$ cat config.mk
export PLATFORM = sky130hd
export DESIGN_NAME = cpu_int_arbiter
export DESIGN_NICKNAME = d
export VERILOG_FILES = /design/src/rtl/cpu_int_arbiter.sv
export SDC_FILE = /design/constraint.sdc
export NUM_CORES = 1
export LEC_CHECK = 0
export BUFFER_PORTS_ARGS = -buffer_cell sky130_fd_sc_hd__buf_4
export CAP_MARGIN = 20
export CORE_MARGIN = 2
export CORE_UTILIZATION = 46
export CTS_CLUSTER_DIAMETER = 100
export DETAILED_ROUTE_END_ITERATION = 16
export PLACE_DENSITY = 0.84
export SETUP_SLACK_MARGIN = 0.3
export SLEW_MARGIN = 20
export SYNTH_ARGS = -nofsm -noshare
export SYNTH_HDL_FRONTEND = slang
export SYNTH_SLANG_ARGS = --single-unit
$ cat constraint.sdc
create_clock -name clk -period 2.7 [get_ports clk]
set_clock_uncertainty 0.1 [all_clocks]
set_input_delay 0.405 -clock clk [delete_from_list [all_inputs] [get_ports clk]]
set_output_delay 0.405 -clock clk [all_outputs]
set_load 0.02 [all_outputs]
$ cat src/rtl/cpu_int_arbiter.sv
// cpu_int_arbiter: machine external interrupt arbiter with a four-register
// CPU window (PENDING, ENABLE, CLAIM, COMPLETE). Sources are synchronized,
// latched as pending, claimed into service and released by COMPLETE.
// The lowest source ID that is pending, enabled and not in service wins.
module cpu_int_arbiter #(
    parameter int XLEN      = 32,
    parameter int MEI_PORTS = 4
) (
    input  logic                 clk,
    input  logic                 rst_n,
    input  logic [MEI_PORTS-1:0] irq_src,
    input  logic                 sel,
    input  logic [3:0]           addr,
    input  logic [XLEN-1:0]      wdata,
    input  logic [3:0]           wenable,
    output logic [XLEN-1:0]      rdata,
    output logic                 mei_pending
);

    localparam logic [1:0] REG_PENDING  = 2'd0;
    localparam logic [1:0] REG_ENABLE   = 2'd1;
    localparam logic [1:0] REG_CLAIM    = 2'd2;
    localparam logic [1:0] REG_COMPLETE = 2'd3;

    logic [MEI_PORTS-1:0] sync1, sync2;
    logic [MEI_PORTS-1:0] pending, in_service, enable;
    logic [MEI_PORTS-1:0] eligible, claim_hit, complete_hit;
    logic [MEI_PORTS-1:0] pending_nxt, in_service_nxt;
    logic                 wr_ok, wr_enable, wr_claim, wr_complete;
    logic [4:0]           best_id;

    // Only word offsets are decoded; the byte lanes of addr carry no meaning.
    logic [1:0] unused_addr;
    assign unused_addr = addr[1:0];

    // Partial-word writes are dropped entirely.
    assign wr_ok       = sel && (wenable == 4'b1111);
    assign wr_enable   = wr_ok && (addr[3:2] == REG_ENABLE);
    assign wr_claim    = wr_ok && (addr[3:2] == REG_CLAIM);
    assign wr_complete = wr_ok && (addr[3:2] == REG_COMPLETE);

    // Per-source decode of the written ID; out-of-range IDs match no source.
    // A claim only counts against a source that is actually pending.
    for (genvar i = 0; i < MEI_PORTS; i++) begin : g_src
        assign claim_hit[i]    = wr_claim && (wdata == XLEN'(i + 1)) && pending[i];
        assign complete_hit[i] = wr_complete && (wdata == XLEN'(i + 1));
    end

    assign eligible = pending & enable & ~in_service;

    // Pending latches while idle and sticks until claimed; a claim wins over a
    // same-cycle set. The pre-edge in_service blocks the set on COMPLETE, so a
    // still-asserted source re-pends one edge after release.
    always_comb begin
        pending_nxt    = (pending | (sync2 & ~in_service)) & ~claim_hit;
        in_service_nxt = (in_service | claim_hit) & ~complete_hit;
    end

    // Lowest eligible index wins; scan downward so the lowest assignment sticks.
    always_comb begin
        best_id = '0;
        for (int i = MEI_PORTS - 1; i >= 0; i--) begin
            if (eligible[i]) best_id = 5'(i + 1);
        end
    end

    // Register window read mux; quiet when the window is not selected.
    always_comb begin
        rdata = '0;
        if (sel) begin
            case (addr[3:2])
                REG_PENDING:  rdata = XLEN'(pending);
                REG_ENABLE:   rdata = XLEN'(enable);
                REG_CLAIM:    rdata = XLEN'(best_id);
                REG_COMPLETE: rdata = '0;
                default:      rdata = '0;
            endcase
        end
    end

    // Synchronizer, per-source state and the registered CPU request.
    always_ff @(posedge clk) begin
        if (!rst_n) begin
            sync1       <= '0;
            sync2       <= '0;
            pending     <= '0;
            in_service  <= '0;
            enable      <= '0;
            mei_pending <= 1'b0;
        end else begin
            sync1       <= irq_src;
            sync2       <= sync1;
            pending     <= pending_nxt;
            in_service  <= in_service_nxt;
            if (wr_enable) enable <= wdata[MEI_PORTS-1:0];
            mei_pending <= |eligible;
        end
    end

endmodule

==> impl_metrics.ini, run 1 <==
[status]
status = completed

[route]
post_drt_wl_per_cell_um = 11.15
dr.pass1.iters = 4
avgViaCountPerCell = 4.923
final_antenna_net_count = 0
wl_um = 2599
drcViolationCount = 0
num_vias = 1147
drt_iter0_markers = 15

[yosys]
yosysUniqueCellTypes = 39
yosysSeqAreaShare_pct = 32.25
yosysWarnings = 0
ys_ff_latch = 21
synthCells = 154
synth-edff-count = 0
ys.flop_type = dfxtp_1
syn_area_per_cell_um2 = 8.466
async_flop_share_pct = 0
syn-cell-area_mm2 = 0.001304

[sta]
slew_viol_final = 0
hold_violations = 0
min_period_ns = 2.045
setup_viol = 0
setup_tns_ns = 0
max_freq_mhz = 489.0
layout_worst_path_cycle_share_pct = 75.74
rsz0062_at_grt = false

[floorplan]
io-pin-count = 80
die-width_um = 57.24
die_h_um = 57.24
core-area_mm2 = 0.002734
rows = 19
die-area_mm2 = 0.003276
initial_core_util_pct = 47.69

[clock_tree]
tritoncts = built
cts_setup_buffers = 0
cts-resized-gates = 0
path_clk_slew_ns = 0.12
cts_num_sinks = 21
cts_max_level = 1
numCtsBuffers = 3
clk_path_buf_depth = 2
insertion_delay_ns = 0.31
cts_root_buffer = clkbuf_4
cts_hold_buf = 0

[power]
pwr-share-seq_pct = 53.7
power_frac_comb_pct = 21.0
internal-power_mw = 0.4332
p_sw_mw = 0.1704
power_frac_clock_pct = 25.3
power_density_mw_per_mm2 = 375.5
irDropWorstVdd_mv = 0.3213
switching_share_pct = 28.23
p_leak_nw = 0.7335

[global_routing]
grt_overflow_total = 0
grt_first_pass_wirelength_um = 4319
antenna_found_initial = 0
grt_usage_pct = 16.74
grt_pass1_vias = 1071
grt_start_max_net_pins = 13

[critical_path]
crit_path_start = pending[3]$_SDFF_PN0_
crit_path_max_fanout = 5
critPathKind = flip-flop to primary output
required_ns = 2.19
rr_startpoint = pending[1]$_SDFF_PN0_
cp.arrival_ns = 1.54
critPathLaunchType = flip-flop
end_kind = primary output

[placed_design]
dp_hpwl_um = 2138
place_inst = 229
port_buffers = 49
place.gp.congestion = 0.7874

[layout]
drive_gt1_share_pct = 30.20
fillCellCount = 260
fin_util_pct = 58.81
diodes = 0
multiInputGateArea_um2 = 724.4
areaGrowthSynthToFinish_pct = 23.32
ff_latch_area_um2 = 420.4
finalNetCount = 250
instances_no_fill = 233

[job]
max-cap-violations = 0

[min_path]
min-delay-start = irq_src[3]
hp-class = input port to flip-flop
## layer usage
layer / global-route usage, % / share of wire, % / wire length (um)
met1: 19.38 / 39 / 1006
met4: 4.319 / 1.0 / 27
met5: 0 / 0 / 0
met3: 4.762 / 8.3 / 215
met2: 30.21 / 52 / 1350
## flip-flops by register name (all words and copies together), names as in the netlist
name / flops
enable: 4
in_service: 4
pending: 4
sync1: 4
sync2: 4
mei_pending: 1
## cells in the mapped netlist, types with 3 or more instances
master	n	area share, %
nor2b_1	3	1.4
nor2_1	8	2.3
and2_1	10	4.8
o21ai_1	6	2.3
nand3_1	5	1.9
nand2_1	11	3.2
nor4_1	4	1.9
a311oi_1	4	2.7
buf_4	29	17
mux2i_1	5	3.8
nor4_2	3	2.9
nor3b_1	3	1.7
a21oi_1	5	1.9
dfxtp_1	21	32
and3_1	3	1.4
inv_1	7	2.0
## critical path: stages (launching register included)
cell	delay, ns
dfxtp_1	0.41
and3_1	0.21
nand2_1	0.06
o311ai_1	0.23
and3_1	0.19
buf_4	0.13
## through the flow
step / area [um^2] / setup slack, ns / power [mW] / hold WS, ns
2_1_floorplan: 1405 / 0.9879 / 0.4266 / 0.3119
3_3_place_gp: 1582 / 0.7825 / 0.4562 / 0.3137
3_5_place_dp: 1582 / 0.7894 / 0.4582 / 0.3185
4_1_cts: 1608 / 0.6324 / 0.6073 / 0.1895
5_1_grt: 1608 / 0.4775 / 0.6307 / 0.1930
6_report: 1608 / 0.6551 / 0.6036 / 0.1936
## power by group through the flow
stage | logic, mW | clock network, mW | registers [mW]
2_1_floorplan | 0.0970 | 0 | 0.330
3_3_place_gp | 0.125 | 0 | 0.331
3_5_place_dp | 0.127 | 0 | 0.331
4_1_cts | 0.127 | 0.156 | 0.324
5_1_grt | 0.138 | 0.167 | 0.326
6_report | 0.127 | 0.153 | 0.324
## final cells by class
class	count	share of cell area, %
Clock buffer	4	1.634
Inverter	8	1.868
Multi-Input combinational cell	120	45.06
Sequential cell	21	26.15
Tap cell	31	2.412
Timing Repair Buffer	49	22.88
## worst paths after layout
kind,endpoint,slack (ns),depth (start not counted)
worst max register to register,mei_pending$_SDFF_PN0_,1.62,3
worst max-delay path,rdata[2],0.66,5
worst min-delay path,sync1[3]$_SDFF_PN0_,0.19,2
worst min register to register,sync2[1]$_SDFF_PN0_,0.34,1
## cells by family after synthesis
group	count (synthesis)	synth area share [%]
AOI/OAI and AO/OA	25	12.57
buffers and inverters	40	19.96
DFF	21	32.25
muxes	5	3.839
other	1	0.2876
and+or+nand+nor	62	31.09
## layout by cell type (no fill, tap or decap), types with 6 or more instances in the layout
master	count
and2_1	10
buf_4	49
conb_1	28
dfxtp_1	21
inv_1	7
nand2_1	11
nor2_1	8
o21ai_1	6
Power figures use the tool's default switching activity.
==> run 2, diff against run 1 <==
- CORE_UTILIZATION: 46 -> 43
- PLACE_DENSITY: 0.84 -> 0.79
- clock period: 2.7 -> 2.1 ns (I/O delays scaled with it)
==> impl_metrics.ini, run 2 (synthesis gave the netlist of run 1 again) <==
[status]
status = completed

[sta]
slew_viol_final = 0
fin_ws_ns = 0.1995
setup_tns_ns = 0
hold_violations = 0
hold_ws_ns = 0.1098
max_freq_mhz = 526.2
min_period_ns = 1.900
rsz0062_at_grt = true
layout_worst_path_cycle_share_pct = 90.50
setup_viol = 0

[route]
num_vias = 1184
final_antenna_net_count = 0
drcViolationCount = 0
wl_um = 2906
dr.pass1.iters = 4
drt_iter0_markers = 34
avgViaCountPerCell = 4.794
post_drt_wl_per_cell_um = 11.77

[global_routing]
grt_pass1_vias = 1063
grt_overflow_total = 0
grt_start_max_net_pins = 13
antenna_found_initial = 0
grt_first_pass_wirelength_um = 4491
grt_usage_pct = 16.89

[clock_tree]
numCtsBuffers = 3
cts_hold_buf = 0
clk_path_buf_depth = 2
cts_max_level = 1
tritoncts = built
cts_root_buffer = clkbuf_4
insertion_delay_ns = 0.31
path_clk_slew_ns = 0.11
cts_num_sinks = 21

[layout]
areaGrowthSynthToFinish_pct = 36.18
diodes = 0
drive_gt1_share_pct = 41.67
fillCellCount = 259
finalNetCount = 264
instances_no_fill = 247
final_common_cell = buf_4
mostFrequentLayoutCells = buf_4, conb_1, dfxtp_1, and2_1, nand2_1

[power]
p_sw_mw = 0.2189
internal-power_mw = 0.5624
switching_share_pct = 28.01
power_frac_clock_pct = 24.6
irDropWorstVdd_mv = 0.3147
p_leak_nw = 0.8161
power.total_mw = 0.7813
power_frac_comb_pct = 22.2
pwr-share-seq_pct = 53.2
power_density_mw_per_mm2 = 440.1

[floorplan]
io-pin-count = 80
die-width_um = 59.07
die_h_um = 59.07
die-area_mm2 = 0.003489
initial_core_util_pct = 46.09
rows = 19
core-area_mm2 = 0.002829

[critical_path]
critPathLaunchType = flip-flop
rr_startpoint = in_service[3]$_SDFF_PN0_
rr_worst_depth = 12
crit_end = rdata[2]
cp.arrival_ns = 1.49
reg2reg_to = pending[3]$_SDFF_PN0_
end_kind = primary output
critPathKind = flip-flop to primary output
crit_path_max_fanout = 3
rrSetupSlack_ns = 0.31
crit_path_start = enable[1]$_SDFFE_PN0P_
required_ns = 1.68

[min_path]
hp-class = input port to flip-flop
min-delay-start = irq_src[3]

[placed_design]
port_buffers = 49
place.gp.congestion = 0.8065
pre_cts_ws_ns = 0.2667
place_inst = 229
dp_hpwl_um = 2097

[job]
max-cap-violations = 0
## run 2: cell types whose count changed in the layout (fill, tap and decap cells not counted), moves of 2 or more
cell and change:
buf_4 +8, buf_6 +6, dfxtp_1 -8, dfxtp_2 +6, dfxtp_4 +2, nand2_1 -2
nand2_2 +2
## run 2: how the worst min path moves through the flow
stage / to / slack, ns / depth (start not counted)
2_1_floorplan: sync2[0]$_SDFF_PN0_ / 0.31 / 1
3_3_place_gp: sync2[1]$_SDFF_PN0_ / 0.31 / 1
3_5_place_dp: sync2[3]$_SDFF_PN0_ / 0.32 / 1
4_1_cts: sync1[3]$_SDFF_PN0_ / 0.11 / 2
5_1_grt: sync1[3]$_SDFF_PN0_ / 0.10 / 2
6_report: sync1[3]$_SDFF_PN0_ / 0.11 / 2
## run 2: cell type report
cell class / count / area [um^2] / area share, %
well taps: 31 / 38.79 / 2.185
multi-input cells: 120 / 749.5 / 42.21
repair buffers: 63 / 495.5 / 27.91
flip-flops and latches: 21 / 435.4 / 24.52
clock buffers: 4 / 26.28 / 1.480
inverters: 8 / 30.03 / 1.691
## run 2: worst max-delay path, stage by stage, from the launching register on
cell and delay [ns]:
dfxtp_1 0.35, nand3b_1 0.13, o21ai_2 0.09, o311ai_2 0.28, and3_1 0.21, buf_6 0.12
## run 2: repair_timing
action,CTS,global route
resized for setup,10,13
endpoints found under the setup margin,3,4
setup buffers,10,4
pin swaps,4,9
## run 2: through the flow
step	utilization (%)	instance area (um^2)
2_1_floorplan	-	1405
3_3_place_gp	55.90	1582
3_5_place_dp	55.90	1582
4_1_cts	60.24	1704
5_1_grt	62.76	1775
6_report	62.76	1775
## run 2: routing by layer
metal  part of all wire (%)  track usage [%]
met1                     41            20.30
met2                     53            30.32
met4                    1.1            4.870
met3                    5.2            3.275
met5                      0                0
## run 2: power groups by stage
stage                     Combinational (mW)  Sequential, mW  Clock (mW)
after floorplan                        0.125           0.424           0
after global placement                 0.161           0.426           0
after detailed placement               0.162           0.426           0
after CTS                              0.166           0.417       0.196
after global routing                   0.189           0.417       0.212
final                                  0.173           0.416       0.192
==> run 3, diff against run 2 <==
- CORE_MARGIN: 2 -> not set
==> impl_metrics.ini, run 3 (synthesis gave the netlist of run 1 again) <==
[placed_design]
place.gp.congestion = 0.7781
place_inst = 229
dp_hpwl_um = 2088
port_buffers = 49

[clock_tree]
cts_max_level = 1
clk_path_buf_depth = 2
path_clk_slew_ns = 0.13
cts_hold_buf = 0
cts_root_buffer = clkbuf_4
numCtsBuffers = 3
tritoncts = built
insertion_delay_ns = 0.31
cts_num_sinks = 21

[layout]
fin_util_pct = 62.27
finalNetCount = 261
diodes = 0
final_common_cell = buf_4
drive_gt1_share_pct = 42.72
areaGrowthSynthToFinish_pct = 33.97
instances_no_fill = 244
mostFrequentLayoutCells = buf_4, conb_1, dfxtp_1, and2_1
fillCellCount = 257

[route]
dr.pass1.iters = 10
post_drt_wl_per_cell_um = 11.61
avgViaCountPerCell = 4.877
num_vias = 1190
wl_um = 2832
drcViolationCount = 7
drt_iter0_markers = 26
final_antenna_net_count = 0

[power]
power.total_mw = 0.7823
irDropWorstVdd_mv = 0.3710
power_density_mw_per_mm2 = 447.9
p_leak_nw = 0.7957

[sta]
setup_tns_ns = 0
hold_violations = 0
min_period_ns = 1.901
layout_worst_path_cycle_share_pct = 90.51
slew_viol_final = 0
rsz0062_at_grt = true
setup_viol = 0
max_freq_mhz = 526.1

[critical_path]
cp.arrival_ns = 1.49
rrSetupSlack_ns = 0.27
crit_path_max_fanout = 3
end_kind = primary output
required_ns = 1.68
critPathLaunchType = flip-flop
critPathKind = flip-flop to primary output

[status]
status = finished with violations
violations = design-rule violations

[floorplan]
die-width_um = 57.07
io-pin-count = 80
die-area_mm2 = 0.003256
die_h_um = 57.07
initial_core_util_pct = 46.48
core-area_mm2 = 0.002805
rows = 19

[global_routing]
antenna_found_initial = 0
grt_start_max_net_pins = 13
grt_overflow_total = 0
grt_pass1_vias = 1118
grt_first_pass_wirelength_um = 4726
grt_usage_pct = 18.43

[min_path]
hp-class = input port to flip-flop

[job]
max-cap-violations = 0
==> run 3: cell types whose count changed in the layout (fill, tap and decap cells not counted) <==
cell,previous run,this run
buf_6,6,3
inv_2,2,3
dfxtp_2,6,9
dfxtp_1,13,11
nand3_2,0,1
dfxtp_4,2,1
nand3_1,5,4
inv_1,6,5
==> run 3: what timing repair did <==
action | 4_1_cts | 5_1_grt
resized for setup | 14 | 9
endpoints found under the setup margin | 3 | 4
setup buffers | 10 | 1
pin swaps | 4 | 10
cloned | 0 | 0
==> run 3: metal layers <==
| layer | part of all wire (%) | track usage, % | vias up |
|---|---|---|---|
| met2 | 51 | 33.61 | 44 |
| met1 | 42 | 21.89 | 540 |
| met5 | 0 | 0 | - |
| met4 | 0.99 | 4.530 | 0 |
| li1 | - | - | 602 |
| met3 | 5.3 | 4.082 | 4 |
==> run 3: cell type report <==
cell class | instances | area [um^2] | share of cell area (%)
sequential | 21 | 435.4 | 24.93
multi-input combinational | 120 | 754.5 | 43.19
tap | 31 | 38.79 | 2.221
timing repair buffer | 60 | 461.7 | 26.43
inverter | 8 | 30.03 | 1.719
clock buffer | 4 | 26.28 | 1.504
==> run 3: power breakdown <==
group	switching (mW)	internal (mW)	total, mW
combinational	0.0921	0.0756	0.168
sequential	0.00721	0.410	0.417
clock	0.123	0.0741	0.197
total	0.223	0.560	0.782
==> run 3: critical path: stages, from the launching register on <==
cell and delay, ns:
dfxtp_2 0.39, nand2_2 0.07, o21ai_2 0.19, a31oi_1 0.11
o21ai_1 0.14, and2_1 0.13, buf_4 0.13
==> run 3: worst paths after layout <==
check | startpoint | endpoint | depth (start not counted)
setup / recovery | enable[2]$_SDFFE_PN0P_ | rdata[1] | 6
hold reg to reg | sync1[1]$_SDFF_PN0_ | sync2[1]$_SDFF_PN0_ | 1
setup reg to reg | in_service[3]$_SDFF_PN0_ | pending[3]$_SDFF_PN0_ | 12
hold / removal | irq_src[3] | sync1[3]$_SDFF_PN0_ | 2
==> run 3: per-stage QoR <==
stage / hold WS (ns) / worst slack [ns] / cell area [um^2]
after floorplan: 0.3119 / 0.5636 / 1405
after global placement: 0.3141 / 0.2707 / 1582
after detailed placement: 0.3177 / 0.2405 / 1582
after CTS: 0.1010 / 0.1839 / 1715
after global routing: 0.09412 / 0.1249 / 1747
final: 0.1048 / 0.1992 / 1747
